### src/rtl/alu_result_demux_if.sv
`default_nettype none
// ============================================================================
// alu_result_demux_if : producer and consumer handshake bundle for the result demux
// Revision: 1.0
// ============================================================================
interface alu_result_demux_if #(
   parameter int WIDTH = 32,
   parameter int CNT_W = 16
);
   logic [WIDTH-1:0] in_data;
   logic             in_sel;
   logic             in_valid;
   logic             in_ready;
   logic [WIDTH-1:0] out0_data;
   logic             out0_valid;
   logic             out0_ready;
   logic [WIDTH-1:0] out1_data;
   logic             out1_valid;
   logic             out1_ready;
   logic [CNT_W-1:0] cnt0;
   logic [CNT_W-1:0] cnt1;

   // The demux itself
   modport slave (
      input  in_data, in_sel, in_valid, out0_ready, out1_ready,
      output in_ready, out0_data, out0_valid, out1_data, out1_valid, cnt0, cnt1
   );

   // Producer and consumers
   modport master (
      output in_data, in_sel, in_valid, out0_ready, out1_ready,
      input  in_ready, out0_data, out0_valid, out1_data, out1_valid, cnt0, cnt1
   );
endinterface
`default_nettype wire

### src/rtl/alu_result_demux.sv
`default_nettype none
// ============================================================================
// alu_result_demux : 1-to-2 ALU result router, one FIFO and one delivery counter per destination
// Revision: 1.0
// ============================================================================
module alu_result_demux #(
   parameter int WIDTH = 32,
   parameter int DEPTH = 2,
   parameter int CNT_W = 16
) (
   input  wire logic         clk,
   input  wire logic         rst,
   alu_result_demux_if.slave bus_if
);
   localparam int PTR_W = $clog2(DEPTH);
   localparam int OCC_W = PTR_W + 1;
   localparam logic [OCC_W-1:0] DEPTH_OCC = OCC_W'(DEPTH);

   logic [1:0]       full_w;
   logic [1:0]       valid_w;
   logic [1:0]       ready_w;
   logic [WIDTH-1:0] head_w [2];
   logic [CNT_W-1:0] cnt_w  [2];

   assign ready_w = {bus_if.out1_ready, bus_if.out0_ready};

   // Readiness follows only the addressed FIFO so a stalled consumer never blocks the other
   assign bus_if.in_ready   = ~full_w[bus_if.in_sel];

   assign bus_if.out0_data  = head_w[0];
   assign bus_if.out0_valid = valid_w[0];
   assign bus_if.out1_data  = head_w[1];
   assign bus_if.out1_valid = valid_w[1];
   assign bus_if.cnt0       = cnt_w[0];
   assign bus_if.cnt1       = cnt_w[1];

   for (genvar g = 0; g < 2; g++) begin : g_dest
      localparam logic MY_SEL = 1'(g);

      logic [WIDTH-1:0] mem_q [DEPTH];
      logic [PTR_W-1:0] rd_ptr_q, rd_ptr_d;
      logic [PTR_W-1:0] wr_ptr_q, wr_ptr_d;
      logic [OCC_W-1:0] occ_q, occ_d;
      logic [CNT_W-1:0] cnt_q, cnt_d;
      logic             push_w;
      logic             pop_w;

      assign full_w[g]  = (occ_q == DEPTH_OCC);
      assign valid_w[g] = (occ_q != '0);
      assign push_w     = bus_if.in_valid & ~full_w[g] & (bus_if.in_sel == MY_SEL);
      assign pop_w      = valid_w[g] & ready_w[g];
      assign head_w[g]  = mem_q[rd_ptr_q];
      assign cnt_w[g]   = cnt_q;

      always_comb begin
         rd_ptr_d = rd_ptr_q;
         wr_ptr_d = wr_ptr_q;
         occ_d    = occ_q;
         cnt_d    = cnt_q;
         if (push_w) begin
            wr_ptr_d = wr_ptr_q + PTR_W'(1);
         end
         if (pop_w) begin
            rd_ptr_d = rd_ptr_q + PTR_W'(1);
            cnt_d    = cnt_q + CNT_W'(1);
         end
         case ({push_w, pop_w})
            2'b10:   occ_d = occ_q + OCC_W'(1);
            2'b01:   occ_d = occ_q - OCC_W'(1);
            default: occ_d = occ_q;
         endcase
      end

      always_ff @(posedge clk) begin
         if (rst) begin
            rd_ptr_q <= '0;
            wr_ptr_q <= '0;
            occ_q    <= '0;
            cnt_q    <= '0;
         end else begin
            rd_ptr_q <= rd_ptr_d;
            wr_ptr_q <= wr_ptr_d;
            occ_q    <= occ_d;
            cnt_q    <= cnt_d;
         end
      end

      // Storage has no reset; contents are meaningless until the pointers say otherwise
      always_ff @(posedge clk) begin
         if (!rst && push_w) begin
            mem_q[wr_ptr_q] <= bus_if.in_data;
         end
      end
   end

endmodule
`default_nettype wire

### src/flat_wrapper.sv
// flat-port wrapper written by rule: the top's interface ports become plain ports
module alu_result_demux_flat 
#(
   parameter int WIDTH = 32,
   parameter int DEPTH = 2,
   parameter int CNT_W = 16
)
  (clk, rst, bus_if_in_data, bus_if_in_sel, bus_if_in_valid, bus_if_out0_ready, bus_if_out1_ready, bus_if_in_ready, bus_if_out0_data, bus_if_out0_valid, bus_if_out1_data, bus_if_out1_valid, bus_if_cnt0, bus_if_cnt1);
  alu_result_demux_if #(.WIDTH(WIDTH), .CNT_W(CNT_W)) bus_if_i ();
  input  wire logic clk;
  input  wire logic rst;
  input wire logic [$bits(bus_if_i.in_data)-1:0] bus_if_in_data;
  input wire logic [$bits(bus_if_i.in_sel)-1:0] bus_if_in_sel;
  input wire logic [$bits(bus_if_i.in_valid)-1:0] bus_if_in_valid;
  input wire logic [$bits(bus_if_i.out0_ready)-1:0] bus_if_out0_ready;
  input wire logic [$bits(bus_if_i.out1_ready)-1:0] bus_if_out1_ready;
  output wire logic [$bits(bus_if_i.in_ready)-1:0] bus_if_in_ready;
  output wire logic [$bits(bus_if_i.out0_data)-1:0] bus_if_out0_data;
  output wire logic [$bits(bus_if_i.out0_valid)-1:0] bus_if_out0_valid;
  output wire logic [$bits(bus_if_i.out1_data)-1:0] bus_if_out1_data;
  output wire logic [$bits(bus_if_i.out1_valid)-1:0] bus_if_out1_valid;
  output wire logic [$bits(bus_if_i.cnt0)-1:0] bus_if_cnt0;
  output wire logic [$bits(bus_if_i.cnt1)-1:0] bus_if_cnt1;
  assign bus_if_i.in_data = bus_if_in_data;
  assign bus_if_i.in_sel = bus_if_in_sel;
  assign bus_if_i.in_valid = bus_if_in_valid;
  assign bus_if_i.out0_ready = bus_if_out0_ready;
  assign bus_if_i.out1_ready = bus_if_out1_ready;
  assign bus_if_in_ready = bus_if_i.in_ready;
  assign bus_if_out0_data = bus_if_i.out0_data;
  assign bus_if_out0_valid = bus_if_i.out0_valid;
  assign bus_if_out1_data = bus_if_i.out1_data;
  assign bus_if_out1_valid = bus_if_i.out1_valid;
  assign bus_if_cnt0 = bus_if_i.cnt0;
  assign bus_if_cnt1 = bus_if_i.cnt1;
  alu_result_demux #(.WIDTH(WIDTH), .DEPTH(DEPTH), .CNT_W(CNT_W)) u_core (.clk(clk), .rst(rst), .bus_if(bus_if_i));
endmodule
### config.mk
export PLATFORM = sky130hd
export DESIGN_NAME = alu_result_demux_flat
export DESIGN_NICKNAME = d
export VERILOG_FILES = /design/src/rtl/alu_result_demux_if.sv /design/src/rtl/alu_result_demux.sv /design/src/flat_wrapper.sv
export SDC_FILE = /design/constraint.sdc
export NUM_CORES = 1
export LEC_CHECK = 0
export BUFFER_PORTS_ARGS = -buffer_cell sky130_fd_sc_hd__buf_4
export CAP_MARGIN = 40
export CORE_ASPECT_RATIO = 1.1
export CORE_UTILIZATION = 30
export CTS_CLUSTER_SIZE = 10
export DETAILED_ROUTE_END_ITERATION = 16
export HOLD_SLACK_MARGIN = 0.12
export PLACE_DENSITY_LB_ADDON = 0.25
export SYNTH_ARGS = -nofsm -noshare
export SYNTH_HDL_FRONTEND = slang
export SYNTH_SLANG_ARGS = --single-unit
### constraint.sdc
create_clock -name clk -period 4.7 [get_ports clk]
set_input_delay 0.235 -clock clk [delete_from_list [all_inputs] [get_ports clk]]
set_output_delay 0.235 -clock clk [all_outputs]
set_load 0.02 [all_outputs]
==> summary.md, run 1 <==
| Metric | Value |
|---|---|
| Met2 Routed Length | 6560 um |
| Cell row count | 56 |
| Fill count | 1998 |
| Total wire length | 13400 um |
| Share of layout cells above drive strength 1 | 40.6% |
| Slew @ Worst Pin | 820 ps |
| Ports | 137 |
| Die Wd | 143 um |
| Area of the core | 21400 sq um |
| Critical-path top delay cell | dfxtp_2 |
| CTS Buf Count | 17 |
| Crit Path Class | flip-flop to output port |
| Synth Flop Type | edfxtp_1 |
| Post-synthesis sequential element count | 170 |
| CTS Buffer Depth | 2 |
| Final Wtd Congestion | 0.760 |
| Post-route setup slack | 2590 ps |
| CP max FO | 32 |
| Arrival @ worst endpoint | 1880 ps |
| Worst Path Required | 4470 ps |
| Critical Path End Type | output port |
| Final routed DRC violation total | 0 |
| Starting density of the core | 30.6% |
| Run status | finished, final reports clean |
| First-pass GRT wire length | 21200 um |
| Post-synthesis mux area share | 11.8% |
| Total area of multi-input combinational cells | 1780 sq um |
| Initial antenna violation count | 0 |
| # placed instances | 831 |
| Hold crit path type | primary input to flip-flop |
| Mapped Avg Cell Area | 15.7 sq um |
| Initial DRC count | 190 |
| DR top layer | met4 |
| Synth cell types | 40 |
| PortBufs | 136 |
| Worst IR Drop VDD | 238 uV |
| Final Hold Fails | 0 |
| Worst hold slack | 208 ps |
| Clk sinks | 170 |
| Syn Inst Count | 415 |
| H-tree depth | 4 |
| Crit-path cells | mux2_2, buf_4 |
| Clock root buffer | clkbuf_16 |
| Synth-to-Final Area Change | 34.7% |
| Vias per cell | 4.43 |
| Vias | 3960 |
| Final number of max-transition violations | 0 |
| XOR/XNOR Fraction of Synth Area | 3.89% |
| Leakage Power | 0.00318 uW |
| Main combinational cell family by area after synthesis | multiplexers |
| Post-Layout Cell Count | 894 |
| Setup violators final | 0 |
| # diodes | 0 |
| Max-Cap Viols | 0 |
| Final Critical Period | 2110 ps |
| Largest net degree at the start of global routing | 51 |
| Vias in the first global route | 4011 |
| DRT antenna net count | 0 |
| Post-route setup TNS | 0 ps |
| Nets | 634 |
| Wire length on met3 | 828 um |
| Overall Global Routing Usage | 12.6% |
| Simple-Gate Fraction of Synth Area | 8.19% |
| CP max stage delay | 860 ps |
| CTS clk-pin slew, worst paths | 60 ps |
| Compound-Gate Fraction of Synth Area | 2.34% |
| Remaining Overflow, GRT | 0 |
| RSZ-0062 raised after global routing | no |
| Total power draw | 4040 uW |
| Wire per inst | 15.0 um |
| Clk_skew | 9.51 ps |
| Worst setup SP type | flip-flop |
| Die area | 22400 sq um |
| Slew HR | 45.4% |
| Reg area | 4690 sq um |
| 1st-pass router iterations | 5 |
| Post-synth EDFFs | 128 |
| Routed met1 length | 5890 um |
| Worst slack, placed | 2810 ps |
| Later-pin clock latency in the skew report | 420 ps |
| Synth Area in Adders | 0.766% |
| Fmax | 0.474 GHz |
| Seq/Total Area, Yosys | 71.7% |
| Post-DP HPWL | 8660 um |
| Yosys warnings | 0 |
| PD cells | 459 nW/um^2 |
| Asr flop ratio synth | 0% |
| Height of the die | 157 um |
| Syn_nets | 457 |
| Cell Area, Synth | 6540 sq um |
| Period utilisation layout | 44.9% |
| CTS tree | built |
critical path: cells and delay by family, from the launching register on:
family / cells / cell delay [ps]
flops: 1 / 860
mux: 1 / 440
buf+inv: 1 / 160
routing by layer:
| metal | vias to the layer above | GRT usage (%) |
|---|---|---|
| met5 | - | 0 |
| met3 | 12 | 4.10 |
| met2 | 115 | 21.1 |
| li1 | 1897 | - |
| met1 | 1936 | 15.1 |
| met4 | 0 | 4.30 |
final timing paths:
check / from / to / slack (ps) / cells past startpoint
hold reg to reg: u_core.g_dest[0].rd_ptr_q / u_core.g_dest[0].rd_ptr_q / 520 / 2
setup reg to reg: u_core.g_dest[0].occ_q[0] / u_core.g_dest[0].occ_q[1] / 2810 / 5
setup / recovery: flip-flop / bus_if_out1_data[31] / 2590 / 2
hold / removal: bus_if_out1_ready / u_core.bus_if.cnt1[1] / 210 / 4
logic make-up after synthesis:
logic type	after synthesis
multiplexers	68
AND/OR/NAND/NOR	99
flip-flops	170
AO/OA/AOI/OAI	24
buffers and inverters	21
XOR/XNOR	29
adder cells (fa/ha/maj)	4
state kept, by name (all words and copies together) (netlist names), named ones only:
name,cells
u_core.g_dest.occ_q,4
u_core.g_dest.rd_ptr_q,2
u_core.g_dest.mem_q,128
u_core.bus_if.cnt0,16
u_core.g_dest.wr_ptr_q,2
u_core.bus_if.cnt1,16
area by class of cell:
class | instances | area share [%]
Timing Repair Buffer | 173 | 15.8
Clock inverter | 13 | 1.42
Inverter | 6 | 0.256
Sequential cell | 170 | 53.3
Tap cell | 290 | 4.12
Multi-Input combinational cell | 224 | 20.2
Clock buffer | 18 | 4.88
report_power, final:
group          leakage, uW  internal [uW]  switching [uW]
combinational      0.00141            453             467
sequential         0.00150           1700             105
clock             0.000265            773             544
per-stage QoR:
stage          util, %  instance area (sq um)
4_1_cts           41.2                   8800
3_3_place_gp      37.0                   7910
6_report          41.2                   8800
5_1_grt           41.2                   8800
3_5_place_dp      37.1                   7930
2_1_floorplan        -                   6540
placed cells by master (no fill, tap or decap), types with 5 or more instances in the layout:
cell type / instances
xor2_1: 12
nor4_1: 5
xnor2_1: 17
mux2_1: 6
nand2_1: 12
nor3_1: 5
nor2_1: 36
a21oi_1: 10
nand3_1: 5
inv_1: 6
dlygate4sd3_1: 32
or3_1: 7
nand4_1: 8
edfxtp_1: 128
clkbuf_16: 17
buf_4: 140
dfxtp_1: 40
mux2_2: 61
o21ai_0: 6
repair_timing:
| item | in CTS | in global routing |
|---|---|---|
| hold buffers | 32 | 0 |
| setup buffers | 0 | 0 |
| endpoints found under the hold margin | 128 | 0 |
| resized for setup | 0 | 0 |
| endpoints found under the setup margin | 0 | 0 |
synthesized netlist by cell type (2+ instances only):
cell | count | share of area [%]
edfxtp_1 | 128 | 59
mux2_2 | 61 | 11
dfxtp_1 | 42 | 13
nor2_1 | 36 | 2.1
xnor2_1 | 17 | 2.3
nand2_1 | 12 | 0.69
xor2_1 | 12 | 1.6
a21oi_1 | 10 | 0.77
nand4_1 | 8 | 0.77
buf_1 | 7 | 0.40
nor3_1 | 7 | 0.54
or3_1 | 7 | 0.67
inv_1 | 6 | 0.34
mux2_1 | 6 | 1.0
o21ai_0 | 6 | 0.46
clkbuf_1 | 5 | 0.29
nand3_1 | 5 | 0.38
nor4_1 | 5 | 0.48
ha_1 | 4 | 0.77
nand2b_1 | 3 | 0.29
nor2b_1 | 3 | 0.29
buf_2 | 2 | 0.15
nand3_2 | 2 | 0.31
nor3b_1 | 2 | 0.23
o2111a_1 | 2 | 0.34
o21ai_2 | 2 | 0.27
or2_2 | 2 | 0.19
No activity file was read; power rests on OpenSTA's default activity.
==> run 2, diff against run 1 <==
ABC_AREA = 1   (was default)
clock period = 1.75 ns   (was 4.7 ns; I/O delays follow)
==> summary.md, run 2 <==
| Metric | Value |
|---|---|
| Cell row count | 56 (unchanged) |
| H-tree depth | 4 (unchanged) |
| RSZ-0062 raised after global routing | no (unchanged) |
| Syn Inst Count | 507 (was 415) |
| Internal | 7170 uW (was 2930 uW) |
| Initial DRC count | 243 (was 190) |
| Post-synthesis sequential element count | 170 (unchanged) |
| CP max stage delay | 380 ps (was 860 ps) |
| Vias in the first global route | 4454 (was 4011) |
| Seq pwr share | 46.8% (was 44.7%) |
| Worst Path Required | 1660 ps (was 4470 ps) |
| Asr flop ratio synth | 0% (unchanged) |
| Largest Register | u_core.g_dest.mem_q (unchanged) |
| # resized after CTS | 0 (unchanged) |
| Setup violators final | 0 (unchanged) |
| Nets | 741 (was 634) |
| PD cells | 1060 nW/um^2 (was 459 nW/um^2) |
| Synth-to-Final Area Change | 37.6% (was 34.7%) |
| Wire per inst | 14.5 um (was 15.0 um) |
| Final Critical Period | 1610 ps |
| CTS tree | built (unchanged) |
| Crit Path Class | flip-flop to output port (unchanged) |
| Worst Hold Launch | bus_if_out1_ready (unchanged) |
| Yosys warnings | 0 (unchanged) |
| Worst reg2reg path depth | 8 (was 5) |
| Hold endpoint | u_core.bus_if.cnt1[2] (was u_core.bus_if.cnt1[1]) |
| Syn_nets | 549 (was 457) |
| DRT antenna net count | 0 (unchanged) |
| Arrival @ worst endpoint | 1520 ps (was 1880 ps) |
| Hold crit path type | primary input to flip-flop (unchanged) |
| Die area | 22900 sq um (was 22400 sq um) |
| Seq/Total Area, Yosys | 70.0% (was 71.7%) |
| Sw frac | 26.2% (was 27.6%) |
| Later-pin clock latency in the skew report | 420 ps (about the same) |
| Synth top cells by count | 128 x edfxtp_1, 67 x nand2_1, 60 x mux2_2, 47 x inv_1, 47 x nor2_1 (was 128 x edfxtp_1, 61 x mux2_2, 42 x dfxtp_1, 36 x nor2_1, 17 x xnor2_1) |
| Synth cell types | 25 (was 40) |
| Synth Flop Type | edfxtp_1 (unchanged) |
| Die Wd | 144 um (was 143 um) |
| Final number of max-transition violations | 0 (unchanged) |
| Most frequent cells in the layout | 146 x buf_4, 128 x edfxtp_1, 65 x nand2_1, 60 x mux2_2 (was 140 x buf_4, 128 x edfxtp_1, 61 x mux2_2, 40 x dfxtp_1, 36 x nor2_1) |
| Final Hold Fails | 0 (unchanged) |
| Post-DP HPWL | 10000 um (was 8660 um) |
| Clk sinks | 170 (unchanged) |
| Yosys top cell area share | 57.5% (was 58.8%) |
| Post-Layout Cell Count | 1002 (was 894) |
| Slew HR | 79.5% (was 45.4%) |
| Cell Area, Synth | 6690 sq um (was 6540 sq um) |
| Mapped Avg Cell Area | 13.2 sq um (was 15.7 sq um) |
| Largest net degree at the start of global routing | 33 (was 51) |
| Area leader, netlist | edfxtp_1 (unchanged) |
| CTS Buf Count | 17 (unchanged) |
| Worst setup SP type | flip-flop (unchanged) |
| Post-route setup slack | 138 ps (was 2590 ps) |
| CP max FO | 32 (unchanged) |
| Top post-synthesis cells by area | edfxtp_1 57%, dfxtp_1 13%, mux2_2 10% (was edfxtp_1 59%, dfxtp_1 13%, mux2_2 11%) |
| Clk_skew | 13.9 ps (was 9.51 ps) |
| # placed instances | 934 (was 831) |
| Crit-path cells | buf_12, mux2_2, buf_4 (was mux2_2, buf_4) |
| FF-to-FF End | u_core.g_dest[0].occ_q[1] (unchanged) |
| Final routed DRC violation total | 0 (unchanged) |
| Leakage Power | 0.00349 uW (was 0.00318 uW) |
| Fmax | 0.620 GHz |
| Slew @ Worst Pin | 307 ps (was 820 ps) |
| Switching pwr | 2550 uW (was 1120 uW) |
| Total wire length | 14500 um (was 13400 um) |
| Post-route setup TNS | 0 ps (unchanged) |
| Vias per cell | 4.37 (was 4.43) |
| Max reg flops | 128 (unchanged) |
| First-pass GRT wire length | 22400 um (was 21200 um) |
| Share of layout cells above drive strength 1 | 37.9% (was 40.6%) |
| Overall Global Routing Usage | 13.1% (was 12.6%) |
| Ports | 137 (unchanged) |
| Count leader, synth | edfxtp_1 (unchanged) |
| Fill count | 2011 (was 1998) |
| R2r setup slk | 220 ps (was 2810 ps) |
| Clk pwr share | 38.5% (was 32.6%) |
| Critical-path top delay cell | mux2_2 (was dfxtp_2) |
| Worst r2r src | u_core.g_dest[0].occ_q[0] (unchanged) |
| Max-Cap Viols | 0 (unchanged) |
| Critical Path End Type | output port (unchanged) |
| # diodes | 0 (unchanged) |
| Worst IR Drop VDD | 661 uV (was 238 uV) |
| Combinational share of power | 14.7% (was 22.8%) |
| Clock root buffer | clkbuf_16 (unchanged) |
| CTS Buffer Depth | 2 (unchanged) |
| Initial antenna violation count | 0 (unchanged) |
| Area of the core | 21600 sq um (was 21400 sq um) |
| Remaining Overflow, GRT | 0 (unchanged) |
| PortBufs | 136 (unchanged) |
| Final Wtd Congestion | 0.781 (was 0.760) |
| Commonest non-fill, non-tap cell in the layout | buf_4 (unchanged) |
| Height of the die | 159 um (was 157 um) |
| Vias | 4381 (was 3960) |
| 1st-pass router iterations | 4 (was 5) |
| Period utilisation layout | 92.1% |
| CTS clk-pin slew, worst paths | 70 ps (was 60 ps) |
| Post-synth EDFFs | 128 (unchanged) |
| Worst hold stages | 6 (was 4) |
| Worst slack, placed | 243 ps (was 2810 ps) |
| Starting density of the core | 31.0% (was 30.6%) |
| Final Util | 42.6% (was 41.2%) |
| Run status | finished, final reports clean (unchanged) |
==> run 2: critical path: cells and delay by family (launching register included) <==
family | cells | cell delay, ps
buf+inv | 2 | 380
mux | 1 | 380
flops | 1 | 340
==> run 2: what timing repair did <==
item                                   CTS  global route
hold buffers                            36             0
endpoints found under the hold margin  137             0
setup buffers                            0             0
setup endpoints to repair                0             0
==> run 2: metrics by stage <==
stage / cell area [sq um] / power, uW / hold WS [ps]
CTS: 9200 / 9850 / 241
finish: 9200 / 9720 / 261
detailed placement: 8240 / 6020 / 292
global route: 9200 / 10100 / 278
global placement: 8240 / 6000 / 289
floorplan: 6760 / 5420 / 186
==> run 2: power by group through the flow <==
stage / registers [uW] / logic (uW) / clock network (uW)
floorplan: 4630 / 788 / 0
global placement: 4630 / 1370 / 0
detailed placement: 4640 / 1390 / 0
CTS: 4550 / 1460 / 3850
global route: 4560 / 1550 / 4000
finish: 4540 / 1430 / 3750
==> run 2: cell type report <==
type	instances	area [sq um]	area share (%)
clock buffer	17	425	4.62
clock inverter	15	171	1.86
sequential	170	4690	51.0
multi-input combinational	276	1830	19.9
timing repair buffer	186	1540	16.7
inverter	48	180	1.96
tap	290	363	3.94
==> run 2: kinds of logic (layout without fill, tap and decap cells) <==
kind of cell,Yosys count,after routing,synth area share (%)
flops,170,170,70.0
simple gates,158,158,10.9
mux,64,64,10.8
buf+inv,61,266,3.61
compound gates,48,48,3.70
fa+ha+maj,4,4,0.748
xor+xnor,2,2,0.262
==> run 2: how the worst max path moves through the flow <==
stage | to | slack, ps | cells after the start
3_3_place_gp | u_core.g_dest[0].occ_q[1] | 270 | 8
4_1_cts | bus_if_out0_data[21] | 80 | 3
6_report | bus_if_out0_data[21] | 140 | 3
2_1_floorplan | u_core.g_dest[0].mem_q[1][0] | -80 | 4
3_5_place_dp | u_core.g_dest[0].occ_q[1] | 240 | 8
5_1_grt | u_core.g_dest[0].occ_q[1] | 10 | 8
==> run 2: layer usage <==
| metal | vias up | track usage (%) | wire length, um | part of all wire (%) |
|---|---|---|---|---|
| met3 | 9 | 4.30 | 1070 | 7.4 |
| met2 | 109 | 23.0 | 7180 | 50 |
| li1 | 2169 | - | - | - |
| met5 | - | 0 | 0 | 0 |
| met1 | 2094 | 15.0 | 6130 | 42 |
| met4 | 0 | 4.06 | 110 | 0.76 |
==> run 3, diff against run 2 <==
REMOVE_ABC_BUFFERS = 1   (was default)
clock period = 2 ns   (was 1.75 ns; I/O delays follow)
==> summary.md, run 3 (synthesis gave the netlist of run 2 again) <==
| Metric | Value |
|---|---|
| Critical Path End Type | output port (unchanged) |
| Arrival @ worst endpoint | 1550 ps (was 1520 ps) |
| Final routed DRC violation total | 0 (unchanged) |
| Post-DP HPWL | 9180 um (was 10000 um) |
| First-pass GRT wire length | 21400 um (was 22400 um) |
| Fill count | 2051 (was 2011) |
| Post-Layout Cell Count | 999 (was 1002) |
| Vias per cell | 4.37 (about the same) |
| Initial DRC count | 120 (was 243) |
| Worst IR Drop VDD | 560 uV (was 661 uV) |
| PortBufs | 136 (unchanged) |
| Largest Register | u_core.g_dest.mem_q (unchanged) |
| CTS tree | built (unchanged) |
| Period utilisation layout | 82.4% |
| # placed instances | 928 (was 934) |
| CP max FO | 32 (unchanged) |
| Final Wtd Congestion | 0.818 (was 0.781) |
| Worst slack, placed | 393 ps (was 243 ps) |
| PD cells | 922 nW/um^2 (was 1060 nW/um^2) |
| Later-pin clock latency in the skew report | 420 ps (about the same) |
| Final Util | 42.4% (was 42.6%) |
| H-tree depth | 4 (unchanged) |
| 1st-pass router iterations | 4 (unchanged) |
| Die Wd | 144 um (unchanged) |
| Initial antenna violation count | 0 (unchanged) |
| Area of the core | 21600 sq um (unchanged) |
| Remaining Overflow, GRT | 0 (unchanged) |
| Final number of max-transition violations | 0 (unchanged) |
| Largest net degree at the start of global routing | 33 (unchanged) |
| Vias in the first global route | 4288 (was 4454) |
| Combinational share of power | 14.6% (was 14.7%) |
| Post-CTS setup repair buffer count | 0 (unchanged) |
| Commonest non-fill, non-tap cell in the layout | buf_4 (unchanged) |
| Hold crit path type | primary input to flip-flop (unchanged) |
| Cell row count | 56 (unchanged) |
| Seq pwr share | 47.1% (was 46.8%) |
| Fmax | 0.606 GHz |
| Switching pwr | 2190 uW (was 2550 uW) |
| Internal | 6240 uW (was 7170 uW) |
| RSZ-0062 raised after global routing | no (unchanged) |
| CTS Buffer Depth | 2 (unchanged) |
| Worst setup SP type | flip-flop (unchanged) |
| Clk sinks | 170 (unchanged) |
| Share of layout cells above drive strength 1 | 36.0% (was 37.9%) |
| Most frequent cells in the layout | 138 x buf_4, 128 x edfxtp_1, 67 x nand2_1, 60 x mux2_2, 47 x inv_1 (was 146 x buf_4, 128 x edfxtp_1, 65 x nand2_1, 60 x mux2_2) |
| Slew HR | 75.8% (was 79.5%) |
| Post-route setup TNS | 0 ps (unchanged) |
| # diodes | 0 (unchanged) |
| Worst r2r src | u_core.g_dest[0].occ_q[0] (unchanged) |
| DRT antenna net count | 0 (unchanged) |
| Wire per inst | 14.3 um (was 14.5 um) |
| Final Hold Fails | 0 (unchanged) |
| Die area | 22900 sq um (unchanged) |
| Crit Path Class | flip-flop to output port (unchanged) |
| Max reg flops | 128 (unchanged) |
| Worst reg2reg path depth | 9 (was 8) |
| CTS Buf Count | 17 (unchanged) |
| Max-Cap Viols | 0 (unchanged) |
| Clock root buffer | clkbuf_16 (unchanged) |
| Final Critical Period | 1650 ps |
| CTS clk-pin slew, worst paths | 70 ps (about the same) |
| Nets | 738 (was 741) |
| Ports | 137 (unchanged) |
| Setup violators final | 0 (unchanged) |
| Overall Global Routing Usage | 12.5% (was 13.1%) |
| Synth-to-Final Area Change | 36.8% (was 37.6%) |
| Leakage Power | 0.00343 uW (was 0.00349 uW) |
| Slew @ Worst Pin | 363 ps (was 307 ps) |
| Worst Hold Launch | bus_if_in_data[21] (was bus_if_out1_ready) |
| Starting density of the core | 31.0% (unchanged) |
| Clk pwr share | 38.3% (was 38.5%) |
| Worst hold stages | 2 (was 6) |
| Height of the die | 159 um (unchanged) |
| Post-route setup slack | 351 ps (was 138 ps) |
| Total wire length | 14300 um (was 14500 um) |
| Worst Path Required | 1900 ps (was 1660 ps) |
| Sw frac | 26.0% (was 26.2%) |
| Run status | finished, final reports clean (unchanged) |
| Clk_skew | 14.3 ps (was 13.9 ps) |
| Vias | 4369 (was 4381) |
==> run 3: power by group through the flow <==
stage / clock, uW / combinational (uW) / sequential [uW]
2_1_floorplan: 0 / 595 / 4100
3_3_place_gp: 0 / 1170 / 4040
3_5_place_dp: 0 / 1180 / 4050
4_1_cts: 3320 / 1250 / 3970
5_1_grt: 3460 / 1330 / 3980
6_report: 3230 / 1230 / 3970
==> run 3: final timing paths <==
kind	to	slack (ps)
worst max-delay path	bus_if_out1_data[5]	350
worst min-delay path	u_core.g_dest[1].mem_q[1][21]	420
worst max register to register	u_core.g_dest[0].occ_q[1]	390
worst min register to register	flip-flop	450
==> run 3: repair_timing <==
| action | 4_1_cts | 5_1_grt |
|---|---|---|
| gates resized for setup | 0 | 0 |
| endpoints found under the hold margin | 138 | 0 |
| setup endpoints to repair | 0 | 0 |
| hold buffers | 39 | 0 |
==> run 3: metrics by stage <==
stage               area [sq um]  power (uW)  hold slack, ps
floorplan                   6630        4700             169
global placement            8170        5210             300
detailed placement          8170        5230             304
CTS                         9150        8540             405
global route                9150        8780             404
finish                      9150        8440             420
==> run 3: critical path, stage by stage (launching register included) <==
cell and delay [ps]:
dfxtp_2 340, buf_12 220, mux2_2 390, buf_4 160
==> run 3: per-layer routing <==
metal / up-vias / routed length (um) / GRT usage [%]
met4: 0 / 140 / 4.21
met1: 2083 / 6350 / 14.6
met2: 115 / 6930 / 21.7
li1: 2158 / - / -
met5: - / 0 / 0
met3: 13 / 853 / 3.73
==> run 3: layout make-up <==
type,instances,area [sq um],area share [%]
flip-flops and latches,170,4690,51.2
multi-input cells,276,1790,19.5
clock inverters,14,156,1.71
well taps,290,363,3.97
repair buffers,183,1550,16.9
inverters,48,180,1.97
clock buffers,18,429,4.69
